[config.mk]
export PLATFORM = sky130hd
export DESIGN_NAME = entrada_digitos
export DESIGN_NICKNAME = d
export VERILOG_FILES = /design/src/rtl/entrada_pkg.sv /design/src/rtl/entrada_digitos_sincronizador.sv /design/src/rtl/entrada_digitos.sv
export SDC_FILE = /design/constraint.sdc
export NUM_CORES = 1
export LEC_CHECK = 0
export CORE_UTILIZATION = 26
export DETAILED_ROUTE_END_ITERATION = 7
export RECOVER_POWER = 50
export SYNTH_ARGS = -nofsm -noshare
export SYNTH_HDL_FRONTEND = slang
export SYNTH_SLANG_ARGS = --single-unit
[constraint.sdc]
create_clock -name clk -period 2.15 [get_ports clk]
set_input_delay 0.3225 -clock clk [delete_from_list [all_inputs] [get_ports clk]]
set_output_delay 0.3225 -clock clk [all_outputs]
set_load 0.05 [all_outputs]
[src/rtl/entrada_pkg.sv]
// Shared definitions for the keypad digit-entry path.
//   estado_t    : key filter FSM encoding (OCIOSO, FILTRO, SOLTA)
//   LARGURA_COD : width of one key code nibble
package entrada_pkg;

  localparam int LARGURA_COD = 4;

  typedef enum logic [1:0] {
    OCIOSO = 2'd0,
    FILTRO = 2'd1,
    SOLTA  = 2'd2
  } estado_t;

endpackage

[src/rtl/entrada_digitos_sincronizador.sv]
// Two-flop synchroniser for a bus of signals sampled together.
// Ports:
//   clk   : destination clock, rising edge
//   reset : synchronous active-high reset, clears both stages
//   d     : asynchronous input bus (LARGURA bits)
//   q     : synchronised output bus, two cycles behind d
module sincronizador #(
  parameter int LARGURA = 1
) (
  input  logic               clk,
  input  logic               reset,
  input  logic [LARGURA-1:0] d,
  output logic [LARGURA-1:0] q
);

  logic [LARGURA-1:0] meta;

  always_ff @(posedge clk) begin
    if (reset) begin
      meta <= '0;
      q    <= '0;
    end else begin
      meta <= d;
      q    <= meta;
    end
  end

endmodule

[src/rtl/entrada_digitos.sv]
// Keypad digit-entry stage. Filters the encoder's valid strobe, accepts one
// key code per physical press, shifts codes into a NUM_DIGITOS-nibble working
// register and commits the word to valor on a confirma rising edge.
// Ports:
//   clk, reset   : clock (rising edge), synchronous active-high reset
//   BCD          : key code from the priority encoder (asynchronous)
//   dado_valido  : encoder valid level (asynchronous)
//   confirma     : commit request, acts on its rising edge
//   limpa        : clears the entry while high
//   valor        : committed word, newest digit in [3:0]
//   digitos      : number of digits currently entered
//   pronto       : one-cycle pulse when valor updates
//   cheio        : high while the working register is full
//   erro         : one-cycle pulse when a key is accepted while full
//   estado       : current filter FSM state (debug visibility)
//
// Handshake: there is no backpressure. A key is "offered" by the encoder via
// the dado_valido level; this block accepts it once after it has been stable
// long enough and ignores it until the level drops again. pronto is a pure
// strobe qualifying valor for exactly one cycle; valor then holds.
module entrada_digitos
  import entrada_pkg::*;
#(
  parameter int NUM_DIGITOS = 4,
  parameter int ESTAVEL     = 4
) (
  input  logic                               clk,
  input  logic                               reset,
  input  logic [LARGURA_COD-1:0]             BCD,
  input  logic                               dado_valido,
  input  logic                               confirma,
  input  logic                               limpa,
  output logic [LARGURA_COD*NUM_DIGITOS-1:0] valor,
  output logic [3:0]                         digitos,
  output logic                               pronto,
  output logic                               cheio,
  output logic                               erro,
  output logic [1:0]                         estado
);

  localparam int         LW          = LARGURA_COD * NUM_DIGITOS;
  localparam logic [7:0] ESTAVEL_CNT = 8'(ESTAVEL);
  localparam logic [3:0] MAX_DIG     = 4'(NUM_DIGITOS);

  // ---------------------------------------------------------------------
  // Synchronised copies of the encoder outputs
  // ---------------------------------------------------------------------
  logic [LARGURA_COD:0]   sinc_q;
  logic                   v_s;
  logic [LARGURA_COD-1:0] c_s;

  sincronizador #(.LARGURA(LARGURA_COD + 1)) u_sinc (
    .clk   (clk),
    .reset (reset),
    .d     ({dado_valido, BCD}),
    .q     (sinc_q)
  );

  assign v_s = sinc_q[LARGURA_COD];
  assign c_s = sinc_q[LARGURA_COD-1:0];

  // ---------------------------------------------------------------------
  // Filter FSM
  // ---------------------------------------------------------------------
  estado_t                estado_q, estado_d;
  logic [7:0]             cnt, cnt_d;
  logic [LARGURA_COD-1:0] c_ref, c_ref_d;
  logic                   aceita;

  always_ff @(posedge clk) begin
    if (reset) begin
      estado_q <= OCIOSO;
      cnt      <= '0;
      c_ref    <= '0;
    end else begin
      estado_q <= estado_d;
      cnt      <= cnt_d;
      c_ref    <= c_ref_d;
    end
  end

  always_comb begin
    estado_d = estado_q;
    cnt_d    = cnt;
    c_ref_d  = c_ref;
    aceita   = 1'b0;
    case (estado_q)
      OCIOSO: begin
        if (v_s) begin
          c_ref_d  = c_s;
          cnt_d    = 8'd1;
          estado_d = FILTRO;
        end
      end
      FILTRO: begin
        if (!v_s) begin
          estado_d = OCIOSO;
        end else if (c_s != c_ref) begin
          // Code moved while held: restart the stability count on the new code.
          c_ref_d = c_s;
          cnt_d   = 8'd1;
        end else if (cnt == ESTAVEL_CNT) begin
          aceita   = 1'b1;
          estado_d = SOLTA;
        end else begin
          cnt_d = cnt + 8'd1;
        end
      end
      SOLTA: begin
        // A held key never repeats; only a release re-arms the filter.
        if (!v_s) estado_d = OCIOSO;
      end
      default: estado_d = OCIOSO;
    endcase
    // Clearing also swallows any key currently being held.
    if (limpa) estado_d = SOLTA;
  end

  assign estado = estado_q;

  // ---------------------------------------------------------------------
  // Accumulator and commit
  // ---------------------------------------------------------------------
  logic [LW-1:0] trab, trab_d;
  logic [3:0]    dig_d;
  logic          conf_ant;
  logic          commit;
  logic          erro_d;

  // Commit only on a rising edge of confirma with something entered.
  assign commit = confirma && !conf_ant && (digitos != 4'd0) && !limpa;

  always_comb begin
    trab_d = trab;
    dig_d  = digitos;
    erro_d = 1'b0;
    if (limpa || commit) begin
      trab_d = '0;
      dig_d  = 4'd0;
    end else if (aceita) begin
      if (digitos == MAX_DIG) begin
        erro_d = 1'b1;
      end else begin
        trab_d = (trab << LARGURA_COD) | LW'(c_ref);
        dig_d  = digitos + 4'd1;
      end
    end
  end

  always_ff @(posedge clk) begin
    if (reset) begin
      trab     <= '0;
      digitos  <= 4'd0;
      cheio    <= 1'b0;
      erro     <= 1'b0;
      pronto   <= 1'b0;
      valor    <= '0;
      // Starts high so a confirma held through reset is not seen as an edge.
      conf_ant <= 1'b1;
    end else begin
      trab     <= trab_d;
      digitos  <= dig_d;
      cheio    <= (dig_d == MAX_DIG);
      erro     <= erro_d;
      pronto   <= commit;
      conf_ant <= confirma;
      if (commit) valor <= trab;
    end
  end

endmodule

=== After elaboration in Yosys (flattened, before gate mapping) ===
Cells that the tools add are included.

* Register bits: 64
* Latch bits: 0
* RAM bits: 0
* Bits in read-only memories: 0
* Output and inout port bits: 25
* Memories: 0

* $add $sub $neg: 2
* Multiply operators: 0
* Div/mod/pow operators: 0
* Order comparisons: 0
* Equality and inequality tests: 17
* Shift-type cells: 0
* Multiplexer cells: 24
* Bitwise gates (word level): 3
* Reductions and logical operators: 17

{| class="wikitable"
|+ Operator list
! kind !! count
|-
| $mux 8 || 4
|-
| $mux 4 || 6
|-
| $or 16x4->16 || 1
|-
| $pmux 8 s2 || 1
|-
| $reduce_and 4->1 || 4
|-
| $mux 2 || 6
|-
| $ne 3x3->1 const B || 4
|-
| $add 8x1->8 const B || 1
|-
| $eq 4x3->1 const B || 2
|-
| $eq 8x3->1 const B || 1
|-
| $ne 4x4->1 const B || 2
|-
| $pmux 4 s2 || 1
|-
| $pmux 2 s3 || 1
|-
| $mux 1 || 5
|-
| $add 4x1->4 const B || 1
|-
| $ne 2x1->1 const B || 2
|-
| $ne 2x2->1 const B || 2
|-
| $ne 4x4->1 || 1
|-
| $reduce_bool 4->1 || 1
|-
| $reduce_or 2->1 || 2
|-
| $logic_and 1x1->1 || 3
|-
| $ne 3x2->1 const B || 1
|-
| $reduce_or 3->1 || 1
|-
| $eq 2x1->1 const B || 1
|-
| 7 further kinds || 9
|}

=== Longest topological paths before layout ===
* Depth after elaboration: 8
* Mapped depth: 9
* Depth with buffers taken out: 8

=== Cells and area by module ===
From an unflattened synthesis, not the netlist that was laid out.

* Cells, all modules: 262
* Area, all modules: 2590.0 um2

{| class="wikitable"
|+ By module, submodules not included
! module !! instances !! cells an instance !! area each (um2)
|-
| entrada_digitos || 1 || 242 || 2327.2
|-
| sincronizador || 1 || 20 || 262.8
|}

=== Least setup slack after synthesis ===
No wires, ideal clock.

* Path type: reg2reg
* Start point: register digitos[0]
* End point: register valor[6]
* Arrival time: 1.988 ns
* Data required time: 2.018 ns
* Path slack: 0.030 ns
* Cell stages (with the launch flop): 10
* Buffers on the path: 2
* Period minus slack after synthesis: 2.120 ns
* Cells stage by stage: dfxtp_1 -> inv_1 -> ha_1 -> nand2_1 -> o21ai_1 -> or2_2 -> clkbuf_1 -> buf_2 -> nand2_1 -> a21oi_1

* Cells in the longest elaborated chain, start to end: 3

{| class="wikitable"
|+ RTL lines
! item !! line !! source
|-
| from (decl) || entrada_digitos.sv:34 || <nowiki>output logic [3:0] digitos,</nowiki>
|-
| from (signal assigned) || entrada_digitos.sv:162 || <nowiki>digitos <= dig_d;</nowiki>
|-
| $reduce_bool 4->1 || entrada_digitos.sv:131 || <nowiki>assign commit = confirma && !conf_ant && (digitos != 4'd0) && !limpa;</nowiki>
|-
| $logic_and 1x1->1 (2 in series) || entrada_digitos.sv:131 ||
|-
| to (signal assigned) || entrada_digitos.sv:167 || <nowiki>if (commit) valor <= trab;</nowiki>
|-
| to (decl) || entrada_digitos.sv:33 || <nowiki>output logic [LARGURA_COD*NUM_DIGITOS-1:0] valor,</nowiki>
|}

No other way between the ends.
A chain may end at the register's enable or synchronous reset.

=== Final worst setup path ===
* Start point: register estado_q[1] (netlist: estado[1])
* End point: output estado[1]

{| class="wikitable"
|+ RTL lines
! item !! line !! source
|-
| from (decl) || entrada_digitos.sv:65 || <nowiki>estado_t estado_q, estado_d;</nowiki>
|-
| from (signal assigned) || entrada_digitos.sv:76 || <nowiki>estado_q <= estado_d;</nowiki>
|-
| to (decl) || entrada_digitos.sv:38 || <nowiki>output logic [1:0] estado</nowiki>
|}

No word-level cell between the ends.

==> flow_summary.toml <==
[sta]
max-slew-margin-rel_pct = 66.23
slew_violations = 0
post-route-min-period_ns = 1.986
finalClockSkew_ns = 0.008792
setup_viol = 0
hold_ws_ns = 0.4440
fin_crit_sh_pct = 92.36
fmax_mhz = 503.6
tightest_slew_ns = 0.5049
hold_violations = 0
rsz0062_at_grt = "no"
fin_setup_tns_ns = 0

[power_and_ir_drop]
clkPwrFrac_pct = 49.7
swShare_pct = 21.48
pwr-share-comb_pct = 3.3
p_sw_uw = 552.0
power_leakage_nw = 1.148
seq_power_share_pct = 46.9
internal_power_mw = 2.018
p_per_area_nw_per_um2 = 792.3
peakVddDrop_mv = 0.3768

[min_path]
hold_class = "reg -> reg"

[place]
place_congestion = 0.8211
port_buffers = 33
dp.cells = 425
dp_hpwl_um = 3539

[route]
avgRoutedWirePerCell_um = 11.13
wl_um = 4909
via_per_inst = 4.243
drc = 0
firstDrtPassIters = 4
via_count = 1871
ant_nets = 0
drt_iter0_drc = 39

[cts]
clockBufferDepth = 2
cts_root_buffer = "clkbuf_8"
clk_latency_ns = 0.34
clkSinkCount = 64
cts_buffers = 9
cts_setup_buffers = 0
cts_tree = "done"
ctsHtreeMaxLevel = 3
clk_transition_reported_paths_ns = 0.08

[synthesis]
yosysWarnings = 0
synth_fp_nets = 280
synth_flop_cell = "dfxtp_1"
synth_compound_area_share_pct = 8.222
yosys.cell_types.count = 43
async_flop_share_pct = 0
netlist_instances = 267
synthesis.area_um2 = 2526
synthMuxAreaShare_pct = 7.528
yosysSeqAreaShare_pct = 50.72
synth_edf_count = 0
synthSimpleGateAreaFrac_pct = 24.72
synth_top_family_by_area = "simple AND/OR/NAND/NOR gates"
synth_seq_cells = 64
syn_avg_cell_area_um2 = 9.461
synth_xor_area_share_pct = 3.764
yosysTopAreaCellShare_pct = 50.72
synth_most_common_cell = "dfxtp_1"
yosys.area_share.adder_pct = 1.981
synth_top_cell_by_area = "dfxtp_1"
yosys-top-cells-area = "dfxtp_1 51%, mux2i_1 7.5%, nand2_1 7.0%"
synth_common_cells = "64 x dfxtp_1, 47 x nand2_1, 29 x nor2_1"

[global_route]
grt.overflow.total = 0
use_met3_pct = 4.508
grt.total_usage_pct = 10.66
grt_max_degree = 22
first_global_vias = 1792
antenna_found_initial = 0
use_met1_pct = 12.49
grt_use_met2_pct = 17.33
grt-busiest-layer = "met2"
grt_first_pass_wirelength_um = 8259

[floorplanning]
die_w_um = 100.6
die_area_um2 = 10110
core_area_um2 = 9328
rows = 35
dieHeight_um = 100.6
io_pins = 34
start_util_pct = 27.08

[setup_path]
cp.arrival_ns = 1.66
worstPathMaxFanout = 6
cp_slowest_cell = "clkdlybuf4s50_1"
critical_path_buf_inv_count = 1
setup.worst_path.start_class = "flip-flop"
cp.required_ns = 1.83
end_kind = "output pin"
crit_chain = "clkdlybuf4s50_1"
cp_slowest_stage_delay_ns = 0.86
crit_family = "buffers and inverters"
crit_type = "reg -> out"

[layout]
final_cells = 441
drive_gt1_share_pct = 10.58
diodes = 0
finalNetCount = 320
area_delta_synth_final_pct = 28.38

[status]
status = "complete, no violations"

[job]
drv_cap = 0
==> per-stage QoR <==
step                      instance area, um2  setup slack, ns  power, mW  utilization, %
final                                   3243           0.1642      2.570           34.77
after global placement                  3012           0.2783      1.322           32.29
after detailed placement                3012           0.1500      1.324           32.29
after CTS                               3261           0.1386      2.612           34.96
after global routing                    3243         0.007032      2.666           34.77
after floorplan                         2526          0.03021      1.286               -
==> state kept, by name (all words and copies together), names as in the netlist <==
signal	flops
cnt	8
erro	1
u_sinc.q	5
conf_ant	1
trab	16
digitos	4
estado	2
c_ref	4
cheio	1
valor	16
pronto	1
u_sinc.meta	5
==> layer usage <==
metal	vias up	wire length (um)
li1	975	-
met1	858	2331
met2	31	2288
met3	7	226
met4	0	62
met5	-	0
==> placed cells by master (no fill, tap or decap), types with 4 or more instances in the layout <==
cell type and n:
mux2i_1 19, xor2_1 5, clkdlybuf4s50_1 22, a21oi_1 24, nand3_1 5, ha_1 4
dlygate4sd3_1 11, buf_4 4, nand2_1 47, clkbuf_8 9, nor2b_1 12, xnor2_1 5
nor2_1 29, inv_1 5, dfxtp_1 64
==> layout make-up <==
| cell class | count | area, um2 |
|---|---|---|
| fillers | 985 | 6085 |
| repair buffers | 40 | 372.9 |
| clock buffers | 9 | 123.9 |
| well taps | 129 | 161.4 |
| clock inverters | 7 | 125.1 |
| flip-flops and latches | 64 | 1281 |
| multi-input cells | 187 | 1160 |
| inverters | 5 | 18.77 |
==> repair_timing <==
action,4_1_cts,5_1_grt
hold endpoints to repair,0,0
setup endpoints to repair,0,6
resized for setup,0,0
hold buffers,0,0
==> worst paths after layout <==
kind              slack [ns]                       from  cells after the start                      to
hold / removal          0.44  u_sinc.meta[2]$_SDFF_PP0_                      1  u_sinc.q[2]$_SDFF_PP0_
setup reg to reg        0.19        cnt[0]$_SDFFE_PP0P_                      8   trab[13]$_SDFFE_PP0P_
setup / recovery        0.16     estado[1]$_SDFFE_PP0P_                      1               estado[1]
hold reg to reg         0.44  u_sinc.meta[2]$_SDFF_PP0_                      1  u_sinc.q[2]$_SDFF_PP0_
==> power by group through the flow <==
stage	registers, mW	logic [mW]	clock network, mW
2_1_floorplan	1.24	0.0504	0
3_3_place_gp	1.23	0.0885	0
3_5_place_dp	1.23	0.0906	0
4_1_cts	1.21	0.0910	1.32
5_1_grt	1.21	0.0950	1.36
6_report	1.21	0.0857	1.28
==> kinds of logic after synthesis <==
group | Yosys count
adder cells (fa/ha/maj) | 4
AO/OA/AOI/OAI | 35
XOR/XNOR | 10
multiplexers | 19
AND/OR/NAND/NOR | 119
buffers and inverters | 16
flip-flops | 64
(Power assumes the default switching activity.)
==> variant (same flow settings) <==
Change the parameter `NUM_DIGITOS` from 4 to 6.
--- a/src/rtl/entrada_digitos.sv
+++ b/src/rtl/entrada_digitos.sv
@@ -22,5 +22,5 @@
   import entrada_pkg::*;
 #(
-  parameter int NUM_DIGITOS = 4,
+  parameter int NUM_DIGITOS = 6,
   parameter int ESTAVEL     = 4
 ) (
Interface: changed (resized valor); port bits go from 34 to 42. The function was not compared with the original's and may differ.
==> variant against the unedited design <==
  * Maximum frequency is 3.0% lower
  * Sequential cell count is 16 higher
  * Cell count is 20% higher
  * Clock power is 19% higher
  * Wire length is 24% higher
  * Worst setup slack worse by 0.062 ns
  * Total power is 21% higher
  * Via count is 25% higher
  * Final area is 23% higher
  * Area after synthesis is 22% higher
  * Critical path depth is 6 higher
  * Non-clock buffer count is 12 higher
==> variant: results (changes against the unedited design) <==
\begin{tabular}{lr}
\hline
Metric & Value \\
\hline
\multicolumn{2}{l}{\textbf{Run status}} \\
\quad Result of the run & finished clean (unchanged) \\
\multicolumn{2}{l}{\textbf{Drt}} \\
\quad Met2 wirelength from detailed routing & 2960 um (was 2290 um) \\
\quad DRT iter0 DRCs & 104 (was 39) \\
\quad Met3 wirelength from detailed routing & 186 um (was 226 um) \\
\quad Per-cell routed wire length & 11.6 um (was 11.1 um) \\
\quad Vias per cell & 4.45 (was 4.24) \\
\quad Detailed-router iteration count before antenna repair & 6 (was 4) \\
\multicolumn{2}{l}{\textbf{Place}} \\
\quad Port buffer count & 41 (was 33) \\
\quad Placement-stage cell area & 3690 um\^{}2 (was 3010 um\^{}2) \\
\quad Setup Slack @ Placement & 0.129 ns (was 0.150 ns) \\
\quad Final HPWL from detailed placement & 4330 um (was 3540 um) \\
\quad Routability congestion estimate & 0.838 (was 0.821) \\
\multicolumn{2}{l}{\textbf{STA}} \\
\quad Worst hold margin & 0.437 ns (was 0.444 ns) \\
\quad Max-Slew Margin vs Limit & 52.4\% (was 66.2\%) \\
\quad Period utilisation layout & 95.2\% (was 92.4\%) \\
\quad Skew final & 0.00882 ns (was 0.00879 ns) \\
\multicolumn{2}{l}{\textbf{Global route}} \\
\quad Maximum number of pins on one net before global-route repair & 37 (was 22) \\
\quad GRT Overall Usage & 10.5\% (was 10.7\%) \\
\quad Via count of the first global-routing pass & 2,240 (was 1,792) \\
\multicolumn{2}{l}{\textbf{Critical path}} \\
\quad Gate family responsible for the most delay along the worst path & simple AND/OR/NAND/NOR gates (was buffers and inverters) \\
\quad Peak fanout along the critical path & 4 (was 6) \\
\quad Largest incremental delay on the critical path & 0.47 ns (was 0.86 ns) \\
\quad Endpoint arrival time on the critical path & 2.31 ns (was 1.66 ns) \\
\quad Flop-to-flop setup slack & 0.10 ns (was 0.19 ns) \\
\multicolumn{2}{l}{\textbf{Clocking}} \\
\quad Clock transition at the registers of the reported paths & 0.06 ns (was 0.08 ns) \\
\quad Root Buffer Master & clkbuf\_16 (was clkbuf\_8) \\
\multicolumn{2}{l}{\textbf{Synthesis}} \\
\quad Top cells by count, synth & 80 x dfxtp\_1, 58 x nand2\_1, 36 x nor2\_1 (was 64 x dfxtp\_1, 47 x nand2\_1, 29 x nor2\_1) \\
\quad Portion of the post-synthesis area used by sequential elements & 52.2\% (was 50.7\%) \\
\quad Number of distinct library cell variants in the gate-level netlist after synthesis & 40 (was 43) \\
\quad Top post-synthesis cells by area & dfxtp\_1 52\%, mux2i\_1 8.8\%, nand2\_1 7.1\% (was dfxtp\_1 51\%, mux2i\_1 7.5\%, nand2\_1 7.0\%) \\
\multicolumn{2}{l}{\textbf{Cells and area}} \\
\quad Biggest registers after layout & trab (24), valor (24), cnt (8) (was trab (16), valor (16), cnt (8)) \\
\quad Nets@finish & 393 (was 320) \\
\multicolumn{2}{l}{\textbf{Pwr}} \\
\quad Leakage Power & 1.42 nW (was 1.15 nW) \\
\quad Worst voltage drop across the vdd grid & 0.295 mV (was 0.377 mV) \\
\hline
\end{tabular}
variant: cell families after synthesis:
| group | synth area share, % |
|---|---|
| and+or+nand+nor | 22.5 |
| DFF | 52.2 |
| AOI/OAI and AO/OA | 8.23 |
| muxes | 8.80 |
| buffers and inverters | 3.67 |
| xor gates and xnor gates | 2.57 |
| adders and majority gates | 2.04 |
variant: layout make-up:
class | instances | area [um^2]
Timing Repair Buffer | 52 | 504
Sequential cell | 80 | 1600
Inverter | 10 | 37.5
Multi-Input combinational cell | 226 | 1360
Tap cell | 143 | 179
Clock inverter | 7 | 77.6
Clock buffer | 9 | 225
Fill cell | 1158 | 7480
variant: worst paths after layout:
| check | cells after the start | from | to |
|---|---|---|---|
| worst min-delay path | 1 | u_sinc.meta[4] | u_sinc.q[4] |
| worst min register to register | 1 | u_sinc.meta[4] | u_sinc.q[4] |
| worst max register to register | 7 | cnt[0] | digitos[3] |
| worst max-delay path | 7 | cnt[0] | digitos[3] |
variant: power by group:
part	leakage, nW	switching (W)	total, W	internal, W
Sequential	0.648	0.00000710	0.00150	0.00149
Clock	0.146	0.000615	0.00152	0.000909
Combinational	0.622	0.0000547	0.0000913	0.0000366
Total	1.42	0.000677	0.00312	0.00244
variant: routing by layer:
| metal | up-vias | GRT usage [%] |
|---|---|---|
| li1 | 1209 | - |
| met1 | 1089 | 12.3 |
| met2 | 40 | 17.6 |
| met3 | 7 | 2.95 |
| met4 | 0 | 5.24 |
| met5 | - | 0 |
variant: metrics by stage:
step,cells,total power (W)
final,527,0.00312
after global routing,527,0.00323
after CTS,527,0.00317
after detailed placement,511,0.00163
after global placement,511,0.00163
after floorplan,331,0.00159
